`config.mk`:
```
export PLATFORM = sky130hd
export DESIGN_NAME = ocp_slave_fsm
export DESIGN_NICKNAME = d
export VERILOG_FILES = /design/src/rtl/ocp_pkg.sv /design/src/rtl/ocp_slave_regfile.sv /design/src/rtl/ocp_slave_fsm.sv
export SDC_FILE = /design/constraint.sdc
export NUM_CORES = 1
export LEC_CHECK = 0
export ABC_CLOCK_PERIOD_IN_PS = 2800
export CORE_MARGIN = 1.5
export CORE_UTILIZATION = 32
export CTS_BUF_LIST = sky130_fd_sc_hd__clkbuf_4 sky130_fd_sc_hd__clkbuf_8 sky130_fd_sc_hd__clkbuf_16
export DETAILED_ROUTE_END_ITERATION = 10
export PLACE_DENSITY_LB_ADDON = 0.08
export SETUP_SLACK_MARGIN = 0.1
export SYNTH_ARGS = -nofsm -noshare
export SYNTH_HDL_FRONTEND = slang
export SYNTH_SLANG_ARGS = --single-unit
```
`constraint.sdc`:
```
create_clock -name Clk -period 2.8 [get_ports Clk]
set_input_delay 0.28 -clock Clk [delete_from_list [all_inputs] [get_ports Clk]]
set_output_delay 0.28 -clock Clk [all_outputs]
set_load 0.1 [all_outputs]
```
`src/rtl/ocp_pkg.sv`:
```
// ocp_pkg: OCP command, response and slave-state encodings shared by master and slave
package ocp_pkg;
    typedef enum logic [2:0] {
        CMD_IDLE = 3'd0,
        CMD_WR   = 3'd1,
        CMD_RD   = 3'd2,
        CMD_RDEX = 3'd3,
        CMD_RDL  = 3'd4,
        CMD_WRNP = 3'd5,
        CMD_WRC  = 3'd6,
        CMD_BCST = 3'd7
    } ocp_cmd_e;
    typedef enum logic [1:0] {
        RESP_NULL = 2'd0,
        RESP_DVA  = 2'd1,
        RESP_FAIL = 2'd2,
        RESP_ERR  = 2'd3
    } ocp_resp_e;
    typedef enum logic [1:0] {
        S_IDLE   = 2'd0,
        S_WAIT   = 2'd1,
        S_ACCEPT = 2'd2,
        S_RESP   = 2'd3
    } slave_state_e;
endpackage

```
`src/rtl/ocp_slave_regfile.sv`:
```
// ocp_slave_regfile: byte register file, synchronous write and clear, combinational read
module ocp_slave_regfile #(
    parameter int DATA_WIDTH = 8,
    parameter int DEPTH_LOG2 = 4
) (
    input  logic                  Clk,
    input  logic                  reset,
    input  logic                  we,
    input  logic [DEPTH_LOG2-1:0] addr,
    input  logic [DATA_WIDTH-1:0] wdata,
    output logic [DATA_WIDTH-1:0] rdata
);
    logic [DATA_WIDTH-1:0] mem [2**DEPTH_LOG2];
    assign rdata = mem[addr];
    always_ff @(posedge Clk) begin
        if (reset)
            mem <= '{default: '0};
        else if (we)
            mem[addr] <= wdata;
    end
endmodule

```
`src/rtl/ocp_slave_fsm.sv`:
```
// ocp_slave_fsm: OCP request/response slave with delayed accept over a local register file
module ocp_slave_fsm
    import ocp_pkg::*;
#(
    parameter int                    ADDR_WIDTH   = 64,
    parameter int                    DATA_WIDTH   = 8,
    parameter int                    DEPTH_LOG2   = 4,
    parameter logic [ADDR_WIDTH-1:0] BASE_ADDR    = '0,
    parameter int                    ACCEPT_DELAY = 0
) (
    input  logic                  Clk,
    input  logic                  reset,
    input  logic                  EnableClk,
    input  logic [2:0]            MCmd,
    input  logic [ADDR_WIDTH-1:0] MAddr,
    input  logic [DATA_WIDTH-1:0] MData,
    output logic                  SCmdAccept,
    output logic [1:0]            SResp,
    output logic [DATA_WIDTH-1:0] SData,
    output logic                  err
);
    slave_state_e          state;
    logic [3:0]            cnt;
    logic                  hit, we, ok, silent;
    logic [DATA_WIDTH-1:0] rd_data;
    assign hit    = MAddr[ADDR_WIDTH-1:DEPTH_LOG2] == BASE_ADDR[ADDR_WIDTH-1:DEPTH_LOG2];
    assign ok     = hit && (MCmd == CMD_WR || MCmd == CMD_WRNP || MCmd == CMD_RD);
    assign silent = MCmd == CMD_WR || MCmd == CMD_IDLE;
    assign we     = EnableClk && state == S_ACCEPT && hit && (MCmd == CMD_WR || MCmd == CMD_WRNP);
    ocp_slave_regfile #(
        .DATA_WIDTH(DATA_WIDTH),
        .DEPTH_LOG2(DEPTH_LOG2)
    ) u_regfile (
        .Clk  (Clk),
        .reset(reset),
        .we   (we),
        .addr (MAddr[DEPTH_LOG2-1:0]),
        .wdata(MData),
        .rdata(rd_data)
    );
    always_ff @(posedge Clk) begin
        if (reset) begin
            state      <= S_IDLE;
            cnt        <= '0;
            SCmdAccept <= 1'b0;
            SResp      <= RESP_NULL;
            SData      <= '0;
            err        <= 1'b0;
        end else if (EnableClk) begin
            SCmdAccept <= 1'b0;
            SResp      <= RESP_NULL;
            SData      <= '0;
            err        <= 1'b0;
            case (state)
                S_WAIT: begin
                    if (MCmd == CMD_IDLE) begin
                        state <= S_IDLE;
                        err   <= 1'b1;
                    end else if (cnt == 4'd1) begin
                        state      <= S_ACCEPT;
                        SCmdAccept <= 1'b1;
                    end else
                        cnt <= cnt - 4'd1;
                end
                S_ACCEPT: begin
                    // IDLE at the execute edge is a withdrawn request: flag it, no response
                    state <= silent ? S_IDLE : S_RESP;
                    err   <= !ok;
                    SResp <= silent ? RESP_NULL : MCmd == CMD_WRC ? RESP_FAIL : ok ? RESP_DVA : RESP_ERR;
                    SData <= (hit && MCmd == CMD_RD) ? rd_data : '0;
                end
                default: begin
                    if (MCmd != CMD_IDLE) begin
                        state      <= ACCEPT_DELAY == 0 ? S_ACCEPT : S_WAIT;
                        SCmdAccept <= ACCEPT_DELAY == 0;
                        cnt        <= 4'(ACCEPT_DELAY);
                    end else
                        state <= S_IDLE;
                end
            endcase
        end
    end
endmodule

```
Word-level counts from Yosys, hierarchy flattened
Index checks and enable logic that the tools add are counted.
{"block": "word_totals", "ff_bits": 146, "out_inout_bits": 12}
{"block": "classes", "add_sub_neg": 1, "n_lt_le_gt_ge": 2, "eq_ne": 10, "muxes": 27, "bitwise": 2, "reduce_logical": 16}
{"op": "bitwise mux 128 bit", "count": 1}
{"op": "logical NOT 60 bit", "count": 1}
{"op": "two-way mux 8 bit", "count": 5}
{"op": "binary-select mux 8 bit (select 4 bit)", "count": 1}
{"op": "demux 8 bit (select 4 bit)", "count": 1}
{"op": "two-way mux 2 bit", "count": 8}
{"op": "two-way mux 4 bit", "count": 3}
{"op": "case mux 4 bit (2 select lines)", "count": 1}
{"op": "== test 3 bit (second input constant)", "count": 2}
{"op": "logical AND 1 bit", "count": 6}
{"op": ">= comparator 5 bit (second input constant)", "count": 1}
{"op": "< comparator 5 x 1 -> 1 bit (second input constant)", "count": 1}
{"op": "NOT 4 -> 5 bit", "count": 1}
{"op": "AND reduction 5 bit", "count": 1}
{"op": "== test 4 x 1 -> 1 bit (second input constant)", "count": 1}
{"op": "two-way mux 1 bit", "count": 4}
{"op": "inequality test 2 bit (second input constant)", "count": 2}
{"op": "case mux 1 bit (2 select lines)", "count": 2}
{"op": "case mux 2 bit (2 select lines)", "count": 1}
{"op": "subtractor 4 x 1 -> 4 bit (second input constant)", "count": 1}
{"op": "== test 3 x 1 -> 1 bit (second input constant)", "count": 1}
{"op": "== test 3 x 2 -> 1 bit (second input constant)", "count": 1}
{"op": "logical NOT 3 bit", "count": 1}
{"op": "logical OR 1 bit", "count": 3}
{"op": "8 further kinds", "count": 8}

Depth between registers and ports, before layout
{"block": "logic_depth", "word_depth": 8, "ltp_mapped": 8, "mapped_depth_nobuf": 7}

Hierarchy
From an unflattened synthesis, not the netlist that was laid out.
{"block": "unflattened", "hier_cells": 826, "hier_area_um2": 7153.1}
{"mod": "ocp_slave_regfile", "instances": 1, "cells_each": 695, "area_per_inst_um2": 6122.1, "seq_area_each_um2": 2562.5}
{"mod": "ocp_slave_fsm", "instances": 1, "cells_each": 131, "area_per_inst_um2": 1031.0, "seq_area_each_um2": 360.3}

Least setup slack after synthesis
OpenSTA, ideal clock, no wires.
{"block": "synth_path", "path_type": "input port to flip-flop", "start": "in MAddr[9]", "end": "reg u_regfile.mem[127] in the netlist's numbering", "arrival_ns": 1.852, "t_required_ns": 2.671, "slack_ns": 0.819, "cell_stages": 6, "path_cell_list": "nor4_1 nand4_1 nor4_4 buf_8 nand3_4 mux2i_1"}
{"block": "synth_via", "elab_chain_cells": 3}
{"item": "from (decl)", "line": "ocp_slave_fsm.sv:15", "rtl": "input logic [ADDR_WIDTH-1:0] MAddr,"}
{"item": "logical NOT 60 bit", "line": "ocp_slave_fsm.sv:26", "rtl": "assign hit = MAddr[ADDR_WIDTH-1:DEPTH_LOG2] == BASE_ADDR[ADDR_WIDTH-1:DEPTH_LOG2];"}
{"item": "logical AND 1 bit (2 in series)", "line": "ocp_slave_fsm.sv:29", "rtl": "assign we = EnableClk && state == S_ACCEPT && hit && (MCmd == CMD_WR || MCmd == CMD_WRNP);"}
{"item": "to (signal, indexed assignment)", "line": "ocp_slave_regfile.sv:19", "rtl": "mem[addr] <= wdata;"}
{"item": "to (decl)", "line": "ocp_slave_regfile.sv:13", "rtl": "logic [DATA_WIDTH-1:0] mem [2**DEPTH_LOG2];"}
Every way passes these cells.
A chain may end at the register's enable or synchronous reset.

Final worst setup path
{"block": "layout_path", "start": "in MAddr[17]", "end": "reg u_regfile.mem[7] in the netlist's numbering"}
Same word-level chain as after synthesis.

==> results.cfg <==
[critical_path]
r2r-end = u_regfile.mem[7]$_SDFFE_PP0P_
required_ns = 3.07
r2r_cells = 7
critPathLaunchType = input pin
cp.arrival_ns = 2.50
crit_type = input pin to flip-flop
worstSetupStartpoint = MAddr[17]
reg2reg_setup_slack_ns = 0.60
crit-reg2reg-launch = state[1]$_SDFFE_PP0P_
worst-path-max-fanout = 16
end_kind = flip-flop

[global_route]
grt_pass1_vias = 5219
grt_pass1_wl_um = 30000
grt_max_degree = 122
antenna_found_initial = 0
track_usage_pct = 16.8
grt.overflow.total = 0

[clock_network]
postCtsHoldBufs = 0
numCtsBuffers = 17
cts_buffer_depth = 2
cts_resized = 0
clkSlewWorstSetupHoldPaths_ns = 0.07
cts_max_level = 4
clock_latency_ns = 0.43
cts.sinks = 146
postCtsSetupRepairBufs = 0
cts_root_buf = clkbuf_16
cts_tree = built

[sta]
setup_slack_ns = 0.576
slew_headroom_pct = 44.4
setup_viol = 0
fin_crit_ns = 2.22
slew_viol_final = 0
timing.final.crit_share_pct = 79.4
fin_skew_ns = 0.0111
tightest_slew_ns = 0.834
max_freq_mhz = 450
final-hold-violation-count = 0
setup_tns_ns = 0
grt_setup_unrepaired = false

[route]
via_per_inst = 4.99
wl_per_cell_um = 18.7
dr_wl_met3_um = 750
drtAntennaViolNets = 0
wl_met1_um = 8720
routed.top_layer = met4
drt_iter0_drc = 242
wl_met2_um = 8880
wl_um = 18700
drc_errors = 0
first_pass_iters = 4
vias = 4985

[min_path]
worstHoldEndpoint = state[0]$_SDFFE_PP0P_
hold_depth = 2
worstHoldStart = reset
hp-class = input pin to flip-flop

[flow_run]
cap_viol_max_count = 0

[pwr]
seqPwrFrac_pct = 41.8
clkPwrFrac_pct = 51.1
swShare_pct = 22.1
ir_worst_vdd_uv = 299
p_int_uw = 3880
powerDensity_nw_per_um2 = 562
p_sw_uw = 1100
pwr-share-comb_pct = 7.1
leakagePower_uw = 0.00395
finalPower_uw = 4980

[logic_synthesis]
synth_cell_type_count = 43
yosysWarnings = 0
ys_ff_latch = 146
synth_fp_nets = 714
synth-async-reset-ratio_pct = 0
synth_area_um2 = 7130
ys_seq_area_share_pct = 41.0
syn_area_per_cell_um2 = 11.3
synthCells = 632
synth_edf_count = 0
synth_flop_cell = dfxtp_1

[finish]
layout-drive-gt1-share_pct = 15.8
area_growth_pct = 24.4
post-route-util_pct = 40.6
num_antenna_cells = 0
fin_nets = 789
final_common_cell = dfxtp_1
finalNonFillerCells = 1000
final_cell_mix = dfxtp_1, mux2i_1, nand2b_1
n_fill_cell = 2120

[floorplanning]
num_io_pins = 90
core_um2 = 21800
initial_core_util_pct = 32.7
dieArea_um2 = 23200
die_width_um = 152
num_rows = 54
die_h_um = 152

[run_status]
status = completed

[place]
post-place-ws_ns = 0.0723
dp.cells = 968
portBuffers = 89
gp_congestion = 0.845
hpwl_um = 12600
per-layer routing:
metal / global-route usage, % / vias to the layer above
met1: 21.7 / 2434
met2: 27.4 / 116
met4: 6.29 / 0
met5: 0 / -
li1: - / 2416
met3: 3.53 / 19
logic make-up (layout without fill, tap and decap cells):
kind of cell             after synthesis  count (layout)  share of synthesized area (%)
AO/OA/AOI/OAI                         41              41                           4.18
adder cells (fa/ha/maj)                4               4                          0.702
buffers and inverters                 55             143                           4.28
flip-flops                           146             146                           41.0
multiplexers                         161             161                           28.2
AND/OR/NAND/NOR                      225             225                           21.6
critical path, cell delays in order:
cell and delay [ns]:
clkdlybuf4s50_1 0.40, nor4_1 0.31, nand4_1 0.27, nor4_4 0.38
buf_12 0.23, nand4_2 0.38, mux2i_1 0.22
power groups by stage:
stage,logic (uW),clock network [uW],registers [uW]
after global routing,381,2690,2080
after global placement,358,0,2130
after floorplan,174,0,2150
after CTS,361,2590,2080
final,356,2540,2080
after detailed placement,360,0,2130
per-stage QoR:
step	instance area (um^2)	hold slack (ns)
2_1_floorplan	7130	0.445
3_3_place_gp	8210	0.457
3_5_place_dp	8210	0.461
4_1_cts	8870	0.217
5_1_grt	8870	0.240
6_report	8870	0.231
sequential cells by signal (all words and copies together) (netlist names):
name / count
SCmdAccept: 1
SData: 8
SResp: 2
cnt: 4
err: 1
state: 2
u_regfile.mem: 128
area by class of cell:
type | instances | area (um^2) | area share [%]
Tap cell | 280 | 350 | 3.95
Inverter | 7 | 26.3 | 0.296
Sequential cell | 146 | 2920 | 32.9
Clock inverter | 12 | 205 | 2.31
Clock buffer | 20 | 454 | 5.12
Multi-Input combinational cell | 431 | 3900 | 44.0
Timing Repair Buffer | 104 | 1010 | 11.4
how the worst max path moves through the flow:
| stage | slack [ns] | cells after the start | to |
|---|---|---|---|
| 2_1_floorplan | 0.82 | 6 | u_regfile.mem[127]$_SDFFE_PP0P_ |
| 3_3_place_gp | 0.09 | 7 | u_regfile.mem[3]$_SDFFE_PP0P_ |
| 3_5_place_dp | 0.07 | 7 | u_regfile.mem[5]$_SDFFE_PP0P_ |
| 4_1_cts | 0.51 | 7 | u_regfile.mem[1]$_SDFFE_PP0P_ |
| 5_1_grt | 0.37 | 7 | u_regfile.mem[65]$_SDFFE_PP0P_ |
| 6_report | 0.58 | 7 | u_regfile.mem[7]$_SDFFE_PP0P_ |
cell usage after synthesis, types with 8 or more instances:
cell type	count	area, um^2
dfxtp_1	146	2920
mux2i_1	129	1290
nand2b_1	112	701
mux4_2	32	721
clkbuf_1	25	93.8
or2b_1	24	180
a22oi_1	17	128
nor2_1	17	63.8
nor4_1	14	87.6
nand2_1	13	48.8
buf_6	10	113
nand3_4	10	175
a22o_1	8	70.1
(Power assumes the default switching activity.)
